[src/rtl/puf_sample_sequencer.sv]
// PUF readout sequencer: enables the PUF with a latched challenge, takes NUM_SAMPLES synchronized
// snapshots of the raw ID, and reports the per-bit majority vote plus a count of non-unanimous bits.
module puf_sample_sequencer #(
  parameter int ID_WIDTH      = 64,
  parameter int NUM_SAMPLES   = 7,
  parameter int SETTLE_CYCLES = 16,
  parameter int GAP_CYCLES    = 4
) (
  input  logic                clk_i,
  input  logic                rst_i,
  input  logic                start_i,
  input  logic                abort_i,
  input  logic [31:0]         challenge_i,
  input  logic [ID_WIDTH-1:0] puf_id_i,
  output logic                puf_en_o,
  output logic [31:0]         puf_challenge_o,
  output logic                busy_o,
  output logic                done_o,
  output logic                id_valid_o,
  output logic [ID_WIDTH-1:0] id_o,
  output logic [6:0]          unstable_cnt_o
);

  typedef enum logic [2:0] {
    ST_IDLE   = 3'd0,
    ST_SETTLE = 3'd1,
    ST_SAMPLE = 3'd2,
    ST_GAP    = 3'd3,
    ST_VOTE   = 3'd4,
    ST_DONE   = 3'd5
  } state_t;

  localparam logic [15:0] SETTLE_LAST   = 16'(SETTLE_CYCLES - 1);
  localparam logic [15:0] GAP_LAST      = 16'((GAP_CYCLES > 0) ? (GAP_CYCLES - 1) : 0);
  localparam logic [3:0]  LAST_SAMPLE   = 4'(NUM_SAMPLES - 1);
  localparam logic [3:0]  NUM_SAMPLES_L = 4'(NUM_SAMPLES);
  localparam logic [3:0]  MAJ_THRESH    = 4'(NUM_SAMPLES / 2);

  function automatic logic majority_bit(input logic [3:0] cnt);
    return (cnt > MAJ_THRESH);
  endfunction

  function automatic logic unanimous_bit(input logic [3:0] cnt);
    return (cnt == 4'd0) || (cnt == NUM_SAMPLES_L);
  endfunction

  state_t                     state_r;
  state_t                     state_nxt_s;
  logic [15:0]                timer_r;
  logic [15:0]                timer_nxt_s;
  logic [3:0]                 sample_cnt_r;
  logic [ID_WIDTH-1:0][3:0]   bit_cnt_r;
  logic [ID_WIDTH-1:0]        sync_meta_r;
  logic [ID_WIDTH-1:0]        sync_r;
  logic [ID_WIDTH-1:0]        vote_s;
  logic [6:0]                 unstable_s;
  logic                       start_acc_s;
  logic                       active_nxt_s;

  logic                       puf_en_r;
  logic                       busy_r;
  logic                       done_r;
  logic                       id_valid_r;
  logic [ID_WIDTH-1:0]        id_r;
  logic [31:0]                chal_r;
  logic [6:0]                 unstable_r;

  assign start_acc_s  = (state_r == ST_IDLE) && start_i;
  assign active_nxt_s = state_nxt_s inside {ST_SETTLE, ST_SAMPLE, ST_GAP, ST_VOTE};

  // Two-flop synchronizer for the PUF response, which is asynchronous to clk_i.
  always_ff @(posedge clk_i) begin
    if (rst_i) begin
      sync_meta_r <= {ID_WIDTH{1'b0}};
      sync_r      <= {ID_WIDTH{1'b0}};
    end else begin
      sync_meta_r <= puf_id_i;
      sync_r      <= sync_meta_r;
    end
  end

  // Next-state and phase-timer logic; abort returns to IDLE from any state except DONE.
  always_comb begin
    state_nxt_s = state_r;
    timer_nxt_s = 16'd0;
    case (state_r)
      ST_IDLE: begin
        if (start_i) state_nxt_s = ST_SETTLE;
        else         state_nxt_s = ST_IDLE;
      end
      ST_SETTLE: begin
        if (abort_i)                    state_nxt_s = ST_IDLE;
        else if (timer_r == SETTLE_LAST) state_nxt_s = ST_SAMPLE;
        else                            state_nxt_s = ST_SETTLE;
      end
      ST_SAMPLE: begin
        if (abort_i)                          state_nxt_s = ST_IDLE;
        else if (sample_cnt_r == LAST_SAMPLE) state_nxt_s = ST_VOTE;
        else if (GAP_CYCLES == 0)             state_nxt_s = ST_SAMPLE;
        else                                  state_nxt_s = ST_GAP;
      end
      ST_GAP: begin
        if (abort_i)                  state_nxt_s = ST_IDLE;
        else if (timer_r == GAP_LAST) state_nxt_s = ST_SAMPLE;
        else                          state_nxt_s = ST_GAP;
      end
      ST_VOTE: begin
        if (abort_i) state_nxt_s = ST_IDLE;
        else         state_nxt_s = ST_DONE;
      end
      ST_DONE: begin
        state_nxt_s = ST_IDLE;
      end
      default: begin
        state_nxt_s = ST_IDLE;
      end
    endcase
    if ((state_nxt_s == state_r) && ((state_r == ST_SETTLE) || (state_r == ST_GAP))) begin
      timer_nxt_s = timer_r + 16'd1;
    end else begin
      timer_nxt_s = 16'd0;
    end
  end

  // Per-bit majority vote and count of bits that disagreed across samples.
  always_comb begin
    vote_s     = {ID_WIDTH{1'b0}};
    unstable_s = 7'd0;
    for (int i = 0; i < ID_WIDTH; i++) begin
      vote_s[i] = majority_bit(bit_cnt_r[i]);
      if (!unanimous_bit(bit_cnt_r[i])) begin
        unstable_s = unstable_s + 7'd1;
      end else begin
        unstable_s = unstable_s;
      end
    end
  end

  // State register and phase timer.
  always_ff @(posedge clk_i) begin
    if (rst_i) begin
      state_r <= ST_IDLE;
      timer_r <= 16'd0;
    end else begin
      state_r <= state_nxt_s;
      timer_r <= timer_nxt_s;
    end
  end

  // Sample accumulation: counters are cleared on an accepted start and bumped once per SAMPLE cycle.
  always_ff @(posedge clk_i) begin
    if (rst_i) begin
      sample_cnt_r <= 4'd0;
      bit_cnt_r    <= {(ID_WIDTH * 4){1'b0}};
    end else if (start_acc_s) begin
      sample_cnt_r <= 4'd0;
      bit_cnt_r    <= {(ID_WIDTH * 4){1'b0}};
    end else if (state_r == ST_SAMPLE) begin
      sample_cnt_r <= sample_cnt_r + 4'd1;
      for (int i = 0; i < ID_WIDTH; i++) begin
        bit_cnt_r[i] <= bit_cnt_r[i] + {3'b000, sync_r[i]};
      end
    end
  end

  // Registered outputs; the result is committed only when VOTE completes without abort.
  always_ff @(posedge clk_i) begin
    if (rst_i) begin
      puf_en_r   <= 1'b0;
      busy_r     <= 1'b0;
      done_r     <= 1'b0;
      id_valid_r <= 1'b0;
      id_r       <= {ID_WIDTH{1'b0}};
      chal_r     <= 32'd0;
      unstable_r <= 7'd0;
    end else begin
      puf_en_r <= active_nxt_s;
      busy_r   <= active_nxt_s;
      done_r   <= (state_nxt_s == ST_DONE);
      if (start_acc_s) begin
        chal_r     <= challenge_i;
        id_valid_r <= 1'b0;
      end else if (state_nxt_s == ST_DONE) begin
        id_valid_r <= 1'b1;
      end
      if ((state_r == ST_VOTE) && !abort_i) begin
        id_r       <= vote_s;
        unstable_r <= unstable_s;
      end
    end
  end

  assign puf_en_o        = puf_en_r;
  assign busy_o          = busy_r;
  assign done_o          = done_r;
  assign id_valid_o      = id_valid_r;
  assign id_o            = id_r;
  assign puf_challenge_o = chal_r;
  assign unstable_cnt_o  = unstable_r;

endmodule
[config.mk]
export PLATFORM = sky130hd
export DESIGN_NAME = puf_sample_sequencer
export DESIGN_NICKNAME = d
export VERILOG_FILES = /design/src/rtl/puf_sample_sequencer.sv
export SDC_FILE = /design/constraint.sdc
export NUM_CORES = 1
export LEC_CHECK = 0
export CAP_MARGIN = 30
export CORE_ASPECT_RATIO = 1.75
export CORE_MARGIN = 2
export CORE_UTILIZATION = 39
export DETAILED_ROUTE_END_ITERATION = 10
export PLACE_DENSITY = 0.55
export REMOVE_ABC_BUFFERS = 1
export SYNTH_ARGS = -nofsm -noshare
export SYNTH_HDL_FRONTEND = slang
export SYNTH_SLANG_ARGS = --single-unit
[constraint.sdc]
create_clock -name clk_i -period 42 [get_ports clk_i]
set_clock_uncertainty 0.15 [all_clocks]
set_input_delay 6.3 -clock clk_i [delete_from_list [all_inputs] [get_ports clk_i]]
set_output_delay 6.3 -clock clk_i [all_outputs]
set_load 0.05 [all_outputs]
==> results of run 1 <==
## registers in the layout (all words and copies together) (netlist names)
signal	count
bit_cnt_r	256
id_o	64
sync_meta_r	64
sync_r	64
puf_challenge_o	32
timer_r	16
unstable_cnt_o	7
sample_cnt_r	4
state_r	3
busy_o	1
done_o	1
id_valid_o	1
## cell type report
type	instances	area, µm²
multi-input combinational	2898	19370
timing repair buffer	233	2315
sequential	513	10270
inverter	56	212.7
clock buffer	66	1498
clock inverter	36	554.3
tap	1027	1285
fill	7755	41690
## path summary, 6_finish.rpt
path                            depth (start not counted)                       start                              to  slack [ns]
worst min register to register                          1  sync_meta_r[20]$_SDFF_PP0_           sync_r[20]$_SDFF_PP0_        0.28
worst min-delay path                                    1  sync_meta_r[20]$_SDFF_PP0_           sync_r[20]$_SDFF_PP0_        0.28
worst max register to register                        208   bit_cnt_r[5]$_SDFFE_PP0P_  unstable_cnt_o[6]$_SDFFE_PP0P_        2.64
worst max-delay path                                  208   bit_cnt_r[5]$_SDFFE_PP0P_  unstable_cnt_o[6]$_SDFFE_PP0P_        2.64
## routing by layer
| metal | vias to the layer above | track usage [%] | wire length [µm] |
|---|---|---|---|
| met2 | 406 | 36.68 | 39710 |
| met3 | 137 | 3.264 | 3126 |
| met4 | 0 | 7.212 | 2768 |
| met1 | 11620 | 20.13 | 30990 |
| met5 | - | 0 | 0 |
| li1 | 12750 | - | - |
## what timing repair did
| action | 4_1_cts | 5_1_grt |
|---|---|---|
| setup buffers | 0 | 7 |
| endpoints found under the setup margin | 0 | 6 |
| gates resized for setup | 0 | 25 |
## where the power goes
part | total, mW | switching [mW] | internal, mW | leakage [nW]
registers | 0.497 | 0.00283 | 0.494 | 4.16
logic | 0.0412 | 0.0240 | 0.0171 | 9.10
clock network | 0.548 | 0.223 | 0.325 | 0.991
## kinds of logic after synthesis
logic type      Yosys count
simple gates           1658
compound gates          525
flops                   513
xor+xnor                480
fa+ha+maj               195
buf+inv                 194
mux                      40
## metrics by stage
step	util, %	instances	worst slack, ns	cell area [µm²]
after global placement	43.05	4715	1.915	33230
after global routing	45.99	4829	-0.1007	35500
final	45.99	4829	2.641	35500
after floorplan	-	3467	5.275	29720
after CTS	45.77	4821	1.187	35330
after detailed placement	43.11	4719	1.324	33280
## cell usage in the layout, fill, tap and decap left out, types with 10 or more instances in the layout
master	synthesis	final
a211oi_1	16	15
a21o_1	41	41
a21oi_1	245	241
a31oi_1	22	20
and2_1	26	25
and3_1	17	17
buf_4	3	23
bufinv_16	0	11
clkbuf_16	0	55
clkdlybuf4s50_1	0	205
clkinv_2	0	10
dfxtp_1	513	513
ha_1	194	194
inv_1	53	53
mux2i_1	31	30
nand2_1	578	577
nand2b_1	32	32
nand3_1	110	110
nand3b_1	10	10
nand4_1	82	82
nand4b_1	11	11
nor2_1	336	334
nor2b_1	149	148
nor3_1	164	163
nor3b_1	12	11
nor4_1	19	19
o21ai_0	48	47
o22ai_1	15	14
or2_2	12	11
or3_1	59	59
or4_1	13	13
xnor2_1	189	189
xnor2_2	18	18
xnor3_1	20	20
xor2_1	218	218
==> impl_metrics.py, run 1 <==
metrics = {
    "status": {
        "status": "complete, no violations",
    },
    "clocking": {
        "cts_root_buf": "clkbuf_16",
        "cts_buffer_depth": 3,
        "cts_made_buffers": 54,
        "clock_sinks": 513,
        "clkTransAtPathRegs_ns": 0.07,
        "hold_buffers": 0,
        "htree_num_levels": 2,
        "clock_latency_ns": 0.65,
        "cts_tree": "built",
    },
    "yosys": {
        "ys_seq_elements": 513,
        "synth.most_common_cell": "nand2_1",
        "yosysUniqueCellTypes": 99,
        "ys_seq_area_share_pct": 33.95,
        "synth_area_leader_cell": "dfxtp_1",
        "yosys.area_share.adder_pct": 8.058,
        "yosys-top-cells-count": "578 x nand2_1, 513 x dfxtp_1, 336 x nor2_1, 245 x a21oi_1, 218 x xor2_1",
        "synth_mux_area_share_pct": 1.361,
        "synth_top_family_by_area": "simple AND/OR/NAND/NOR gates",
        "ys_top_cells_by_area": "dfxtp_1 34%, ha_1 8.0%, nand2_1 7.2%",
        "synth_edf_count": 0,
        "synthCells": 3605,
        "synth-simple-area-share_pct": 26.19,
        "yosys.area.top_type_share_pct": 33.95,
        "synth-async-reset-ratio_pct": 0,
        "synth_compound_area_share_pct": 11.06,
        "synth-xor-area-share_pct": 16.91,
        "syn_area_um2": 30250,
        "synth.avg_cell_area_um2": 8.391,
        "synth_warnings": 0,
        "ys.flop_type": "dfxtp_1",
    },
    "floorplan": {
        "die_y_um": 372.4,
        "start_util_pct": 39.19,
        "die_w_um": 214.5,
        "io_pins": 207,
        "core_area_um2": 77190,
        "die-area_um2": 79890,
        "core.rowCount": 135,
    },
    "critical_path": {
        "cp.arrival_ns": 39.76,
        "crit_family": "adder cells",
        "cp_slowest_cell": "or3_1",
        "critPathCaptureType": "flip-flop",
        "start_kind": "flip-flop",
        "crit_buf_inv": 12,
        "required_ns": 42.40,
        "crit_path_max_fanout": 5,
        "critical_path_class": "reg2reg",
        "crit_top_cell": "ha_1",
        "max_stage_delay_ns": 0.40,
    },
    "sta": {
        "slew_headroom_pct": 31.98,
        "fin_tns_setup_ns": 0,
        "finalSetupViolCount": 0,
        "timing.hold.ws_ns": 0.2817,
        "slew_violations": 0,
        "final-hold-violation-count": 0,
        "finalCriticalPeriod_ns": 39.36,
        "worst_pin_slew_ns": 1.020,
        "fin_crit_sh_pct": 93.71,
        "fmax_ghz": 0.02541,
    },
    "detailed_routing": {
        "drt-pass1-iter-count": 6,
        "routed_wl_um": 76600,
        "num_vias": 24910,
        "wl_per_cell_um": 15.86,
        "drc_errors": 0,
        "route.antenna.remaining_nets": 0,
        "via_per_inst": 5.158,
        "drt-initial-drc-count": 838,
    },
    "run": {
        "drv_cap": 0,
    },
    "finish": {
        "area_growth_pct": 17.36,
        "final_nets": 4050,
        "diodes": 0,
        "drive_above_1_share_pct": 6.470,
    },
    "global_routing": {
        "track_usage_pct": 18.88,
        "grt-ovfl-total": 0,
        "grt_pass1_wl_um": 123400,
        "grt_max_degree": 186,
        "grt_pass1_vias": 24210,
        "antenna_found_initial": 0,
    },
    "place": {
        "hpwlAfterDp_um": 54330,
        "io_buffers": 206,
        "place_congestion": 0.8696,
    },
    "power_and_ir_drop": {
        "leakage_nw": 14.26,
        "p_per_area_nw_per_um2": 30.59,
        "vdd_drop_max_mv": 0.03661,
        "fin_total_pwr_mw": 1.086,
    },
    "worst_hold_path": {
        "hold_path.class": "reg2reg",
    },
}
No activity file was read; power rests on OpenSTA's default activity.
==> run 2, diff against run 1 <==
Clock period 42 ns to 38.1 ns, I/O delays scaled along.
==> impl_metrics.py, run 2 (same netlist as run 1, synthesis figures left out) <==
metrics = {
    "status": {
        "status": "complete, no violations",
    },
    "critical_path": {
        "r2r_setup_slack_ns": 1.90,
        "start_kind": "flip-flop",
        "worstRegToRegCells": 209,
        "cp.arrival_ns": 36.60,
        "max_stage_delay_ns": 0.37,
        "crit_top_cell": "ha_1",
        "required_ns": 38.50,
        "crit_path_max_fanout": 5,
        "regToRegEndpoint": "unstable_cnt_o[6]$_SDFFE_PP0P_",
        "cp_slowest_cell": "or3_1",
        "critPathCaptureType": "flip-flop",
        "critical_path_class": "reg2reg",
        "rr_startpoint": "bit_cnt_r[0]$_SDFFE_PP0P_",
    },
    "finish": {
        "final_nets": 4093,
        "diodes": 0,
        "post-route-util_pct": 46.69,
        "top_register": "bit_cnt_r",
        "final_common_cell": "nand2_1",
        "area_growth_pct": 19.14,
        "mostFrequentLayoutCells": "562 x nand2_1, 509 x dfxtp_1, 324 x nor2_1, 238 x a21oi_1, 218 x xor2_1",
        "drive_above_1_share_pct": 9.160,
        "largest_reg_flops": 256,
    },
    "sta": {
        "fmax_ghz": 0.02763,
        "fin_ws_ns": 1.903,
        "slew_violations": 0,
        "finalCriticalPeriod_ns": 36.20,
        "fin_crit_sh_pct": 95.01,
        "worst_pin_slew_ns": 0.9876,
        "finalSetupViolCount": 0,
        "slew_headroom_pct": 34.16,
        "final-hold-violation-count": 0,
    },
    "clocking": {
        "cts_root_buf": "clkbuf_16",
        "clock_sinks": 513,
        "htree_num_levels": 2,
        "cts_tree": "built",
        "cts_buffer_depth": 3,
        "clkTransAtPathRegs_ns": 0.06,
        "cts_made_buffers": 53,
        "clock_latency_ns": 0.64,
    },
    "floorplan": {
        "die_y_um": 372.4,
        "io_pins": 207,
        "die-area_um2": 79890,
        "start_util_pct": 39.19,
        "core.rowCount": 135,
        "die_w_um": 214.5,
        "core_area_um2": 77190,
    },
    "power_and_ir_drop": {
        "pwr-share-seq_pct": 46.8,
        "vdd_drop_max_mv": 0.03328,
        "p_sw_mw": 0.2656,
        "p_per_area_nw_per_um2": 32.53,
        "combPwrFrac_pct": 3.9,
        "p_sw_share_pct": 22.66,
        "intPower_mw": 0.9065,
        "clkPwrFrac_pct": 49.4,
        "leakage_nw": 14.41,
    },
    "global_routing": {
        "grt_max_degree": 88,
        "grt_pass1_vias": 24560,
        "track_usage_pct": 19.07,
        "grt_pass1_wl_um": 125500,
        "grt-ovfl-total": 0,
        "antenna_found_initial": 0,
    },
    "place": {
        "place_congestion": 0.8746,
        "dp_slack_ns": -0.8151,
        "hpwlAfterDp_um": 55570,
        "io_buffers": 206,
    },
    "detailed_routing": {
        "num_vias": 25130,
        "wl_per_cell_um": 15.89,
        "drc_errors": 0,
        "via_per_inst": 5.161,
        "routed_wl_um": 77390,
        "drt-pass1-iter-count": 7,
        "drt-initial-drc-count": 886,
        "route.antenna.remaining_nets": 0,
    },
    "run": {
        "drv_cap": 0,
    },
    "worst_hold_path": {
        "hp-start": "sync_meta_r[6]$_SDFF_PP0_",
        "hold_depth": 1,
        "min_delay_worst_endpoint": "sync_r[6]$_SDFF_PP0_",
        "hold_path.class": "reg2reg",
    },
}
-- run 2: cell count changes in the layout (fill, tap and decap cells not counted), sizes merged --
cell      change
clkbuf        +4
bufinv        -2
clkinvlp      -5
buf          +44
-- run 2: layout make-up --
| class | instances | area [µm²] |
|---|---|---|
| fill | 7651 | 41150 |
| multi-input combinational | 2898 | 19720 |
| sequential | 513 | 10270 |
| timing repair buffer | 277 | 2600 |
| clock buffer | 70 | 1511 |
| tap | 1027 | 1285 |
| clock inverter | 29 | 432.9 |
| inverter | 56 | 212.7 |
-- run 2: repair_timing --
action                                  4_1_cts  5_1_grt
endpoints found under the setup margin        6        6
hold buffers                                  0        0
resized for setup                            23       84
buffers inserted                              4       24
endpoints found under the hold margin         0        0
pin swaps                                     5       49
-- run 2: metal layers --
layer	track usage (%)	part of all wire (%)	vias to the layer above
li1	-	-	12820
met1	20.85	41	11820
met2	37.17	53	372
met3	2.987	3.4	121
met4	6.197	3.0	0
met5	0	0	-
-- run 2: power by group through the flow --
stage	combinational [mW]	clock, mW	sequential, mW
6_report	0.0452	0.579	0.548
5_1_grt	0.0496	0.618	0.549
4_1_cts	0.0464	0.600	0.548
3_5_place_dp	0.0462	0	0.560
3_3_place_gp	0.0465	0	0.560
2_1_floorplan	0.0131	0	0.567
-- run 2: per-stage QoR --
step                power (mW)  instances  hold slack [ns]  area [µm²]  setup TNS, ns
floorplan               0.5799       3467           0.2638       29720              0
global placement        0.6066       4742           0.2675       33410       -0.08677
detailed placement      0.6062       4743           0.2720       33420         -1.819
CTS                      1.195       4846           0.2841       35480              0
global route             1.217       4870           0.2916       36040        -0.3261
finish                   1.172       4870           0.2799       36040              0
-- run 2: worst max-delay path by stage --
| stage | from | to | depth (start not counted) |
|---|---|---|---|
| 2_1_floorplan | bit_cnt_r[4]$_SDFFE_PP0P_ | unstable_cnt_o[6]$_SDFFE_PP0P_ | 208 |
| 3_3_place_gp | bit_cnt_r[4]$_SDFFE_PP0P_ | unstable_cnt_o[6]$_SDFFE_PP0P_ | 209 |
| 3_5_place_dp | bit_cnt_r[0]$_SDFFE_PP0P_ | unstable_cnt_o[6]$_SDFFE_PP0P_ | 208 |
| 4_1_cts | bit_cnt_r[4]$_SDFFE_PP0P_ | unstable_cnt_o[6]$_SDFFE_PP0P_ | 209 |
| 5_1_grt | bit_cnt_r[0]$_SDFFE_PP0P_ | unstable_cnt_o[6]$_SDFFE_PP0P_ | 209 |
| 6_report | bit_cnt_r[0]$_SDFFE_PP0P_ | unstable_cnt_o[6]$_SDFFE_PP0P_ | 209 |
-- run 2: critical path, delay by kind of cell, from the launching register on --
kind | cells | cell delay (ns)
buffers and inverters | 14 | 1.20
flip-flops | 1 | 0.34
multiplexers | 6 | 1.38
adder cells (fa/ha/maj) | 60 | 17.12
AO/OA/AOI/OAI | 57 | 8.74
XOR/XNOR | 1 | 0.20
AND/OR/NAND/NOR | 71 | 6.91
==> run 3, diff against run 2 <==
Settings changed: DONT_BUFFER_PORTS set to 1, PLACE_DENSITY 0.55 to 0.51.
==> impl_metrics.py, run 3 (same netlist as run 1, synthesis figures left out) <==
metrics = {
    "critical_path": {
        "max_stage_delay_ns": 0.38,
        "critical_path_class": "reg2reg",
        "crit_path_max_fanout": 5,
        "cp.arrival_ns": 36.61,
        "start_kind": "flip-flop",
        "rr_startpoint": "bit_cnt_r[5]$_SDFFE_PP0P_",
        "crit_top_cell": "ha_1",
        "cp_slowest_cell": "or3_4",
        "worstRegToRegCells": 211,
        "regToRegEndpoint": "unstable_cnt_o[6]$_SDFFE_PP0P_",
        "required_ns": 38.49,
        "crit_end": "unstable_cnt_o[6]$_SDFFE_PP0P_",
        "r2r_setup_slack_ns": 1.88,
        "critPathCaptureType": "flip-flop",
        "crit_start": "bit_cnt_r[5]$_SDFFE_PP0P_",
    },
    "power_and_ir_drop": {
        "intPower_mw": 0.8731,
        "p_sw_share_pct": 22.75,
        "fin_total_pwr_mw": 1.130,
        "p_per_area_nw_per_um2": 33.37,
        "p_sw_mw": 0.2572,
        "combPwrFrac_pct": 1.7,
        "vdd_drop_max_mv": 0.03797,
        "leakage_nw": 13.58,
        "clkPwrFrac_pct": 49.1,
        "pwr-share-seq_pct": 49.2,
    },
    "place": {
        "io_buffers": 0,
        "dp_slack_ns": -0.7111,
        "place_area_um2": 31360,
        "hpwlAfterDp_um": 54520,
        "place_congestion": 0.8366,
    },
    "finish": {
        "final_nets": 3886,
        "n_fill_cell": 7768,
        "final_common_cell": "nand2_1",
        "top_register": "bit_cnt_r",
        "largest_reg_flops": 256,
        "design_area_um2": 33880,
        "mostFrequentLayoutCells": "556 x nand2_1, 509 x dfxtp_1, 326 x nor2_1, 237 x a21oi_1, 218 x xor2_1",
        "area_growth_pct": 12.00,
        "register_area_um2": 10280,
        "multi_input_area_um2": 19730,
        "drive_above_1_share_pct": 9.509,
        "post-route-util_pct": 43.89,
        "diodes": 0,
    },
    "detailed_routing": {
        "num_vias": 24260,
        "via_per_inst": 5.212,
        "drt-initial-drc-count": 804,
        "routed_wl_um": 76960,
        "wl_per_cell_um": 16.53,
        "drt-pass1-iter-count": 5,
        "drc_errors": 0,
        "route.antenna.remaining_nets": 0,
    },
    "global_routing": {
        "grt_pass1_vias": 24030,
        "grt_max_degree": 237,
        "grt_pass1_wl_um": 124400,
        "track_usage_pct": 19.07,
        "grt-ovfl-total": 0,
        "antenna_found_initial": 0,
    },
    "clocking": {
        "cts_root_buf": "clkbuf_16",
        "hold_buffers": 0,
        "htree_num_levels": 2,
        "cts_buffer_depth": 3,
        "cts_tree": "built",
        "clock_sinks": 513,
        "clkTransAtPathRegs_ns": 0.06,
        "cts_made_buffers": 52,
        "clock_latency_ns": 0.63,
    },
    "sta": {
        "fmax_ghz": 0.02761,
        "worst_pin_slew_ns": 1.057,
        "finalSetupViolCount": 0,
        "fin_crit_sh_pct": 95.06,
        "final-hold-violation-count": 0,
        "fin_ws_ns": 1.882,
        "finalCriticalPeriod_ns": 36.22,
        "timing.hold.ws_ns": 0.2843,
        "slew_headroom_pct": 28.87,
        "slew_violations": 0,
    },
    "status": {
        "status": "complete, no violations",
    },
    "worst_hold_path": {
        "hold_depth": 1,
        "hold_path.class": "reg2reg",
    },
    "run": {
        "drv_cap": 0,
    },
    "floorplan": {
        "die-area_um2": 79890,
        "die_y_um": 372.4,
        "io_pins": 207,
        "start_util_pct": 39.19,
        "die_w_um": 214.5,
        "core.rowCount": 135,
        "core_area_um2": 77190,
    },
}
run 3: changes by cell type in the layout (fill, tap and decap cells not counted), sizes merged:
cell / change
clkinvlp: +3
bufinv: -1
clkdlybuf4s50: -205
clkbuf: -5
clkinv: -3
inv: -3
buf: -1
run 3: stage by stage:
stage / TNS (ns) / cells
global placement: -0.05595 / 4536
global route: -0.1918 / 4655
finish: 0 / 4655
detailed placement: -1.315 / 4538
floorplan: 0 / 3467
CTS: 0 / 4633
run 3: power groups by stage:
| stage | Combinational (mW) | Sequential [mW] | Clock (mW) |
|---|---|---|---|
| 4_1_cts | 0.0190 | 0.557 | 0.575 |
| 3_5_place_dp | 0.0190 | 0.569 | 0 |
| 5_1_grt | 0.0216 | 0.557 | 0.593 |
| 3_3_place_gp | 0.0188 | 0.569 | 0 |
| 2_1_floorplan | 0.0131 | 0.567 | 0 |
| 6_report | 0.0187 | 0.557 | 0.555 |
run 3: worst max-delay path, delay by kind of cell (launching register included):
family                   cells  cell delay, ns
buffers and inverters       14            1.27
XOR/XNOR                     1            0.16
adder cells (fa/ha/maj)     61           17.35
AND/OR/NAND/NOR             73            7.46
multiplexers                 6            1.39
AO/OA/AOI/OAI               56            7.98
flip-flops                   1            0.31
run 3: layer usage:
| layer | GRT usage, % | share of wire, % | vias to the layer above | routed length, µm |
|---|---|---|---|---|
| met5 | 0 | 0 | - | 0 |
| met4 | 5.783 | 2.7 | 0 | 2054 |
| met3 | 2.734 | 3.2 | 105 | 2457 |
| met2 | 37.85 | 53 | 329 | 41110 |
| met1 | 20.61 | 41 | 11420 | 31340 |
| li1 | - | - | 12410 | - |
run 3: layout make-up:
class	instances	share of cell area [%]
tap	1027	3.793
clock inverter	25	1.163
clock buffer	65	4.221
inverter	56	0.6279
sequential	513	30.34
multi-input combinational	2898	58.23
timing repair buffer	71	1.632
run 3: worst min path at each step:
stage	from	to	slack [ns]
final	sync_meta_r[50]$_SDFF_PP0_	sync_r[50]$_SDFF_PP0_	0.28
after global routing	sync_meta_r[59]$_SDFF_PP0_	sync_r[59]$_SDFF_PP0_	0.30
after CTS	sync_meta_r[50]$_SDFF_PP0_	sync_r[50]$_SDFF_PP0_	0.29
after floorplan	sync_meta_r[0]$_SDFF_PP0_	sync_r[0]$_SDFF_PP0_	0.26
after detailed placement	sync_meta_r[50]$_SDFF_PP0_	sync_r[50]$_SDFF_PP0_	0.27
after global placement	sync_meta_r[51]$_SDFF_PP0_	sync_r[51]$_SDFF_PP0_	0.27
run 3: timing repair:
item	4_1_cts	5_1_grt
pin swaps	6	46
buffers inserted	5	21
cloned	0	0
endpoints found under the setup margin	6	6
gates resized for setup	19	89
endpoints found under the hold margin	0	0
